### config.mk
export PLATFORM = sky130hd
export DESIGN_NAME = fir_driver
export DESIGN_NICKNAME = d
export VERILOG_FILES = /design/src/rtl/fir_driver.sv
export SDC_FILE = /design/constraint.sdc
export NUM_CORES = 1
export LEC_CHECK = 0
export ABC_CLOCK_PERIOD_IN_PS = 3450
export BUFFER_PORTS_ARGS = -buffer_cell sky130_fd_sc_hd__buf_2
export CORE_ASPECT_RATIO = 1.5
export CORE_UTILIZATION = 55
export CTS_CLUSTER_SIZE = 25
export DETAILED_ROUTE_END_ITERATION = 6
export PLACE_DENSITY = 0.78
export SETUP_SLACK_MARGIN = 0.5
export SKIP_LAST_GASP = 1
export SYNTH_ARGS = -nofsm -noshare
export SYNTH_HDL_FRONTEND = slang
export SYNTH_SLANG_ARGS = --single-unit
export TNS_END_PERCENT = 1
### constraint.sdc
create_clock -name clk -period 3.45 [get_ports clk]
set_input_delay 0.69 -clock clk [delete_from_list [all_inputs] [get_ports clk]]
set_output_delay 0.69 -clock clk [all_outputs]
set_load 0.1 [all_outputs]
### src/rtl/fir_driver.sv
// rtl/fir_driver.sv - sample FIFO and one-in-flight issue/collect sequencer for an external FIR
// Optional WAIT-state watchdog: define FIR_DRIVER_TIMEOUT_EN to build it in.
module fir_driver #(
  parameter int INPUT_WIDTH    = 16,
  parameter int OUTPUT_WIDTH   = 38,
  parameter int FIFO_DEPTH     = 8,
  parameter int TIMEOUT_CYCLES = 512
) (
  input  logic                        clk,
  input  logic                        reset,
  input  logic [INPUT_WIDTH-1:0]      s_data,
  input  logic                        s_valid,
  output logic                        s_ready,
  output logic [INPUT_WIDTH-1:0]      fir_input,
  output logic                        fir_input_valid,
  input  logic [OUTPUT_WIDTH-1:0]     fir_output,
  input  logic                        fir_output_valid,
  output logic [OUTPUT_WIDTH-1:0]     m_data,
  output logic                        m_valid,
  input  logic                        m_ready,
  output logic [$clog2(FIFO_DEPTH):0] fifo_count,
  output logic                        timeout_err
);

  localparam int PTR_W = $clog2(FIFO_DEPTH);
  localparam int CNT_W = PTR_W + 1;
  localparam logic [CNT_W-1:0] DEPTH_C = CNT_W'(FIFO_DEPTH);

  typedef enum logic [1:0] {
    ST_IDLE  = 2'd0,
    ST_ISSUE = 2'd1,
    ST_WAIT  = 2'd2
  } state_t;

  state_t state_q, state_d;

  logic [INPUT_WIDTH-1:0]  mem_q [FIFO_DEPTH];
  logic [INPUT_WIDTH-1:0]  mem_d [FIFO_DEPTH];
  logic [PTR_W-1:0]        wr_ptr_q, wr_ptr_d;
  logic [PTR_W-1:0]        rd_ptr_q, rd_ptr_d;
  logic [CNT_W-1:0]        count_q, count_d;
  logic [INPUT_WIDTH-1:0]  fir_input_q, fir_input_d;
  logic [OUTPUT_WIDTH-1:0] m_data_q, m_data_d;
  logic                    m_valid_q, m_valid_d;

  logic push;
  logic pop;
  logic fifo_nonempty;
  logic result_take;
  logic timeout_hit;

  // s_ready looks only at registered occupancy, so a same-cycle pop never frees a slot early
  assign s_ready       = (count_q < DEPTH_C);
  assign push          = s_valid && s_ready;
  assign fifo_nonempty = (count_q != '0);

  assign fifo_count = count_q;
  assign fir_input  = fir_input_q;
  assign m_data     = m_data_q;
  assign m_valid    = m_valid_q;

  // FSM state register
  always_ff @(posedge clk or negedge reset) begin
    if (!reset) begin
      state_q <= ST_IDLE;
    end else begin
      state_q <= state_d;
    end
  end

  // FSM next state: pop only when no result is still waiting downstream, keeping one sample in flight
  always_comb begin
    state_d = state_q;
    unique case (state_q)
      ST_IDLE: begin
        if (fifo_nonempty && !m_valid_q) begin
          state_d = ST_ISSUE;
        end
      end
      ST_ISSUE: begin
        state_d = ST_WAIT;
      end
      ST_WAIT: begin
        if (fir_output_valid || timeout_hit) begin
          state_d = ST_IDLE;
        end
      end
      default: begin
        state_d = ST_IDLE;
      end
    endcase
  end

  // FSM outputs: start pulse, FIFO pop and result capture, all decoded from the current state
  always_comb begin
    fir_input_valid = 1'b0;
    pop             = 1'b0;
    result_take     = 1'b0;
    unique case (state_q)
      ST_IDLE:  pop             = fifo_nonempty && !m_valid_q;
      ST_ISSUE: fir_input_valid = 1'b1;
      ST_WAIT:  result_take     = fir_output_valid;
      default: begin
        fir_input_valid = 1'b0;
      end
    endcase
  end

  // FIFO storage, pointers and occupancy; pointers wrap naturally at the power-of-two depth
  always_comb begin
    mem_d    = mem_q;
    wr_ptr_d = wr_ptr_q;
    rd_ptr_d = rd_ptr_q;
    count_d  = count_q;
    if (push) begin
      mem_d[wr_ptr_q] = s_data;
      wr_ptr_d        = wr_ptr_q + PTR_W'(1);
    end
    if (pop) begin
      rd_ptr_d = rd_ptr_q + PTR_W'(1);
    end
    unique case ({push, pop})
      2'b10:   count_d = count_q + CNT_W'(1);
      2'b01:   count_d = count_q - CNT_W'(1);
      default: count_d = count_q;
    endcase
  end

  // Sample and result holding registers; fir_input only changes on a pop so it is stable through WAIT
  always_comb begin
    fir_input_d = fir_input_q;
    m_data_d    = m_data_q;
    m_valid_d   = m_valid_q;
    if (pop) begin
      fir_input_d = mem_q[rd_ptr_q];
    end
    if (result_take) begin
      m_data_d  = fir_output;
      m_valid_d = 1'b1;
    end else if (m_valid_q && m_ready) begin
      m_valid_d = 1'b0;
    end
  end

  // Datapath registers
  always_ff @(posedge clk or negedge reset) begin
    if (!reset) begin
      for (int i = 0; i < FIFO_DEPTH; i++) begin
        mem_q[i] <= '0;
      end
      wr_ptr_q    <= '0;
      rd_ptr_q    <= '0;
      count_q     <= '0;
      fir_input_q <= '0;
      m_data_q    <= '0;
      m_valid_q   <= 1'b0;
    end else begin
      mem_q       <= mem_d;
      wr_ptr_q    <= wr_ptr_d;
      rd_ptr_q    <= rd_ptr_d;
      count_q     <= count_d;
      fir_input_q <= fir_input_d;
      m_data_q    <= m_data_d;
      m_valid_q   <= m_valid_d;
    end
  end

`ifdef FIR_DRIVER_TIMEOUT_EN
  localparam int WCNT_W = $clog2(TIMEOUT_CYCLES + 1);
  localparam logic [WCNT_W-1:0] TIMEOUT_C = WCNT_W'(TIMEOUT_CYCLES);

  logic [WCNT_W-1:0] wait_cnt_q, wait_cnt_d;
  logic              timeout_err_q, timeout_err_d;

  // Watchdog count of WAIT cycles; cleared in ISSUE so every WAIT visit starts from zero
  always_comb begin
    wait_cnt_d = wait_cnt_q;
    if (state_q == ST_ISSUE) begin
      wait_cnt_d = '0;
    end else if (state_q == ST_WAIT) begin
      wait_cnt_d = wait_cnt_q + WCNT_W'(1);
    end
  end

  // A real result in the same cycle as expiry wins; expiry drops the sample and leaves m_valid alone
  assign timeout_hit   = (state_q == ST_WAIT) && !fir_output_valid && (wait_cnt_d == TIMEOUT_C);
  assign timeout_err_d = timeout_err_q || timeout_hit;
  assign timeout_err   = timeout_err_q;

  // Watchdog registers; the error flag is sticky until reset
  always_ff @(posedge clk or negedge reset) begin
    if (!reset) begin
      wait_cnt_q    <= '0;
      timeout_err_q <= 1'b0;
    end else begin
      wait_cnt_q    <= wait_cnt_d;
      timeout_err_q <= timeout_err_d;
    end
  end
`else
  // No watchdog in this build: WAIT lasts until the FIR answers; the expression is constant zero
  assign timeout_hit = 1'b0;
  assign timeout_err = 1'b0 && (TIMEOUT_CYCLES > 0);
`endif

endmodule

==> impl_results.md, run 1 <==
- Distinct cells, synth: 39
- Ant. Diodes: 0
- Worst-Margin Slew: 918 ps
- Clk slew on worst S/H paths: 70 ps
- Synth area leaders: dfrtp_1, mux2_2, mux4_2
- Fmax: 0.392 GHz
- Compound-Gate Fraction of Synth Area: 0.0122
- Yosys top cell area share: 0.580
- Max-slew violation count: 0
- Syn-to-layout area delta: 17.1%
- Main combinational cell family by area after synthesis: multiplexers
- Routed Wire Length: 16600 µm
- Final setup TNS: 0 ps
- Post-CTS Resized: 0
- Fraction of layout cells with a size suffix above 1: 0.542
- Initial antenna violation count: 0
- # IOs: 121
- Placeable core area: 15000 µm²
- Num CTS Buffers: 17
- Syn nets: 593
- Reg2Reg Depth: 10
- Die area: 15800 µm²
- Hold Path Class: in2async
- FF-to-FF End: fifo_count[2]
- Worst EP arrival: 2890 ps
- Avg WL per Cell: 19.3 µm
- Final hold violation count: 0
- Gpl congestion: 0.713
- Die Ht: 153 µm
- Status: complete, no violations
- Crit Path Class: reg2reg
- Post-synth EDFFs: 0
- Tcrit/Tclk final: 0.739
- Mux cell area share after synthesis: 0.328
- Launch point of the worst reg-to-reg path: fifo_count[1]
- Post-CTS Setup Inserts: 0
- Min Tclk post-route: 2550 ps
- Global-route usage over all layers: 0.230
- Vias in the first global route: 5118
- Via density per instance: 5.62
- Clock skew: 6.68 ps
- Initial DRC Count: 227
- Hold Slack: 321 ps
- Async S/R FF share, synth: 1.00
- # Max-Cap Violations: 0
- H-tree Lvls: 4
- Post-synthesis xor/xnor area fraction: 0.00938
- Largest area contributor in the netlist: dfrtp_1
- #FFs+latches synth: 195
- Average cell area after synthesis: 15.9 µm²
- RSZ-0062 raised after global routing: false
- Final ANT Viol Nets: 0
- Final worst setup slack: 899 ps
- Largest net degree at the start of global routing: 99
- Pre-Repair DR Iteration Count: 4
- Clock sink total: 195
- Post-synthesis adder-cell area fraction: 0.00744
- First-pass GRT wire length: 26800 µm
- Final core occ: 0.656
- Relative slew slack: 0.388
- R2R Setup Slk: 900 ps
- CTS tree: done
- Post-Syn Instances: 529
- Vias: 4838
- Worst-Skew Late Latency: 430 ps
- Worst EP required: 3790 ps
- Final HPWL DP: 10700 µm
- CTS Hold Bufs: 0
- Post-Synth Simple-Gate Area: 0.0391
- Drt drc: 0
- Crit start category: register
- Die Width: 103 µm
- Worst slack, placed: 876 ps
- Ys flop type: dfrtp_1
- Root Driver: clkbuf_16
- Layout Nets: 714
- Sequential-to-total area share from yosys stat: 0.580
- Initial Util: 0.560
- Gr ovfl total: 0
- Yosys synthesis warning count: 0
- Final Setup Violations: 0
- Crit path max fanout: 8
- Crit. End Element: register
- Port bufs: 119
- Standard-cell rows: 55
- Syn Std Cell Area: 8410 µm²
- Max Buffers Root-to-Sink: 2
==> cell usage after synthesis (5+ instances only) <==
cell and number:
dfrtp_1 195, mux2_2 148, mux4_2 32, nand2_1 26, mux2_1 19, mux2i_1 16
o21ai_0 16, buf_2 13, clkbuf_1 7, xnor2_1 6, ha_1 5
==> registers in the layout, indices dropped and copies added, names as in the netlist <==
name / flops
wr_ptr_q: 3
m_data: 38
m_valid: 1
rd_ptr_q: 3
fifo_count: 4
state_q: 2
fir_input: 16
mem_q: 128
==> cells in the final DEF (no fill, tap or decap), types with 4 or more instances in the layout <==
| cell | n |
|---|---|
| buf_2 | 118 |
| buf_4 | 13 |
| bufinv_16 | 5 |
| clkbuf_16 | 17 |
| clkinvlp_4 | 4 |
| dfrtp_1 | 193 |
| ha_1 | 5 |
| inv_1 | 4 |
| mux2_1 | 19 |
| mux2_2 | 148 |
| mux2i_1 | 16 |
| mux4_2 | 32 |
| nand2_1 | 26 |
| o21ai_0 | 16 |
| xnor2_1 | 6 |
==> kinds of logic after synthesis <==
family,Yosys count
mux,215
buf+inv,35
xor+xnor,9
fa+ha+maj,5
flops,195
simple gates,49
compound gates,20
other cells,1
==> cell type report <==
class                      instances  area (µm²)
clock buffer                      17         425
clock inverter                    14         226
fill                            1064        5160
inverter                           5        21.3
multi-input combinational        299        3340
sequential                       195        4880
tap                              199         249
timing repair buffer             132         702
==> metrics by stage <==
stage | cells | instance area (µm²)
after detailed placement | 830 | 9190
after floorplan | 529 | 8410
after global placement | 830 | 9190
final | 861 | 9840
after CTS | 861 | 9840
after global routing | 861 | 9840
==> how the worst max path moves through the flow <==
stage | from | end | cells past startpoint
finish | fifo_count[1] | fifo_count[2] | 10
global route | fifo_count[1] | fifo_count[2] | 10
CTS | fifo_count[1] | fifo_count[2] | 10
detailed placement | s_valid | fifo_count[2] | 10
global placement | s_valid | mem_q[65] | 6
floorplan | fifo_count[2] | fifo_count[2] | 11
==> routing by layer <==
layer,vias to the layer above,GRT usage,part of all wire
met2,130,0.394,0.54
met3,24,0.0540,0.042
li1,2158,-,-
met4,0,0.0630,0.015
met1,2526,0.288,0.41
met5,-,0,0
==> critical path, stage by stage (launching register included) <==
cell and delay [ps]:
dfrtp_1 470, nor4_1 100, or4_1 440, inv_1 150, ha_1 300, xor2_1 220
ha_1 190, a21oi_1 60, xor2_1 160, nor2_1 150, xor2_1 220
Power of run 1 is not shown: default switching activity piles up to over one toggle a cycle in this logic, so the estimate is an artifact.
==> inputs of run 2 (changes only) <==
ABC_CLOCK_PERIOD_IN_PS = 2350   (was 3450)
clock period = 2.35 ns   (was 3.45 ns; I/O delays follow)
==> run 2 against run 1 <==
Final cell count is 1.3% higher. Worst hold slack worse by 320 ps. Sequential cell count stayed put. Register-to-register slack worse by 670 ps. Via count is 0.74% higher. Clock-buffer cell count is 2 higher. Sequential share of layout area is 0.43 points lower. Fmax is 20% higher.
==> impl_results.md, run 2 (same netlist as run 1, synthesis figures left out) <==
- Die Ht: 153 µm (unchanged)
- Dpl cells: 831 (was 830)
- Layout Nets: 724 (was 714)
- R2R Setup Slk: 230 ps (was 900 ps)
- Clock skew: 8.79 ps (was 6.68 ps)
- Clk slew on worst S/H paths: 70 ps (about the same)
- First-pass GRT wire length: 26500 µm (was 26800 µm)
- Final setup TNS: 0 ps (unchanged)
- Standard-cell rows: 55 (unchanged)
- Vias: 4874 (was 4838)
- Met1 Resource Use GR: 0.279 (was 0.288)
- Max reg flops: 128 (unchanged)
- Die Width: 103 µm (unchanged)
- Tcrit/Tclk final: 0.903 (was 0.739)
- CTS Hold Bufs: 0 (unchanged)
- Die area: 15800 µm² (unchanged)
- Gr busiest metal: met2 (unchanged)
- Routing usage on met2: 0.379 (was 0.394)
- Final core occ: 0.664 (was 0.656)
- Min Tclk post-route: 2120 ps (was 2550 ps)
- GR Util met3: 0.0439 (was 0.0540)
- Num CTS Buffers: 17 (unchanged)
- Most common cell after layout, fill and taps aside: dfrtp_1 (unchanged)
- Hold Path Class: in2async (unchanged)
- Worst slack, placed: 138 ps (was 876 ps)
- Relative slew slack: 0.611 (was 0.388)
- H-tree Lvls: 4 (unchanged)
- Final ANT Viol Nets: 0 (unchanged)
- Crit Path Class: reg2reg (unchanged)
- Initial antenna violation count: 0 (unchanged)
- Crit start category: register (unchanged)
- FF-to-FF End: fifo_count[2] (unchanged)
- Largest net degree at the start of global routing: 58 (was 99)
- # IOs: 121 (unchanged)
- Gpl congestion: 0.746 (was 0.713)
- Port bufs: 119 (unchanged)
- Ant. Diodes: 0 (unchanged)
- Initial Util: 0.560 (unchanged)
- Final worst setup slack: 228 ps (was 899 ps)
- Max-slew violation count: 0 (unchanged)
- Pre-Repair DR Iteration Count: 4 (unchanged)
- Syn-to-layout area delta: 18.5% (was 17.1%)
- Crit path max fanout: 3 (was 8)
- Final hold violation count: 0 (unchanged)
- Root Driver: clkbuf_16 (unchanged)
- Max Buffers Root-to-Sink: 2 (unchanged)
- Via density per instance: 5.59 (was 5.62)
- Crit. End Element: register (unchanged)
- Worst-Skew Late Latency: 430 ps (about the same)
- Worst-Margin Slew: 581 ps (was 918 ps)
- Gr ovfl total: 0 (unchanged)
- Final HPWL DP: 10500 µm (was 10700 µm)
- Vias in the first global route: 5228 (was 5118)
- Non-filler cells, final: 872 (was 861)
- Initial DRC Count: 114 (was 227)
- Reg2Reg Depth: 10 (unchanged)
- Most frequent cells in the layout: dfrtp_1, mux2_2, buf_2 (unchanged)
- Drt drc: 0 (unchanged)
- Fillcell total: 1050 (was 1064)
- Biggest register: mem_q (unchanged)
- Clock sink total: 195 (unchanged)
- Fmax: 0.471 GHz (was 0.392 GHz)
- Status: complete, no violations (unchanged)
- Worst EP arrival: 2430 ps (was 2890 ps)
- Placeable core area: 15000 µm² (unchanged)
- Fraction of layout cells with a size suffix above 1: 0.565 (was 0.542)
- Routed Wire Length: 16600 µm (about the same)
- CTS tree: done (unchanged)
- Avg WL per Cell: 19.0 µm (was 19.3 µm)
- Final Setup Violations: 0 (unchanged)
- Global-route usage over all layers: 0.225 (was 0.230)
- RSZ-0062 raised after global routing: true (was false)
- Launch point of the worst reg-to-reg path: fifo_count[3] (was fifo_count[1])
- # Max-Cap Violations: 0 (unchanged)
- Worst EP required: 2660 ps (was 3790 ps)
-- run 2: per-layer routing --
metal / part of all wire / up-vias / wire length [µm]
met2: 0.52 / 135 / 8620
met3: 0.039 / 33 / 643
met5: 0 / - / 0
met1: 0.42 / 2524 / 6900
met4: 0.024 / 0 / 400
li1: - / 2182 / -
-- run 2: layout make-up --
type                       count  area (µm²)  share of cell area
multi-input combinational    299        3380               0.339
tap                          199         249              0.0250
clock buffer                  19         443              0.0444
sequential                   195        4900               0.492
timing repair buffer         142         815              0.0817
clock inverter                13         153              0.0153
inverter                       5        23.8             0.00239
-- run 2: worst max-delay path by stage --
stage	startpoint	end	slack [ps]	depth (start not counted)
global placement	fifo_count[3]	fifo_count[2]	190	10
floorplan	fifo_count[3]	fifo_count[2]	40	11
detailed placement	fifo_count[3]	fifo_count[2]	140	10
finish	fifo_count[3]	fifo_count[2]	230	10
CTS	fifo_count[3]	fifo_count[2]	240	10
global route	fifo_count[3]	fifo_count[2]	140	10
-- run 2: worst max-delay path: stages (launching register included) --
cell and delay (ps):
dfrtp_4 490, nor4_4 280, or4_4 180, inv_4 40
ha_4 160, xor2_2 170, ha_2 190, a21oi_2 110
xor2_1 160, nor2_1 70, xor2_1 150
-- run 2: through the flow --
step | hold WS [ps] | area, µm²
after floorplan | 174 | 8450
after global placement | 462 | 9270
after detailed placement | 466 | 9270
after CTS | 21.6 | 9960
after global routing | 33.3 | 9970
final | 5.19 | 9970
-- run 2: timing repair --
action / 4_1_cts / 5_1_grt
buffers inserted: 9 / 0
gates resized for setup: 4 / 1
setup endpoints to repair: 80 / 122
pin swaps: 5 / 2
Power of run 2 is left out for the same reason.
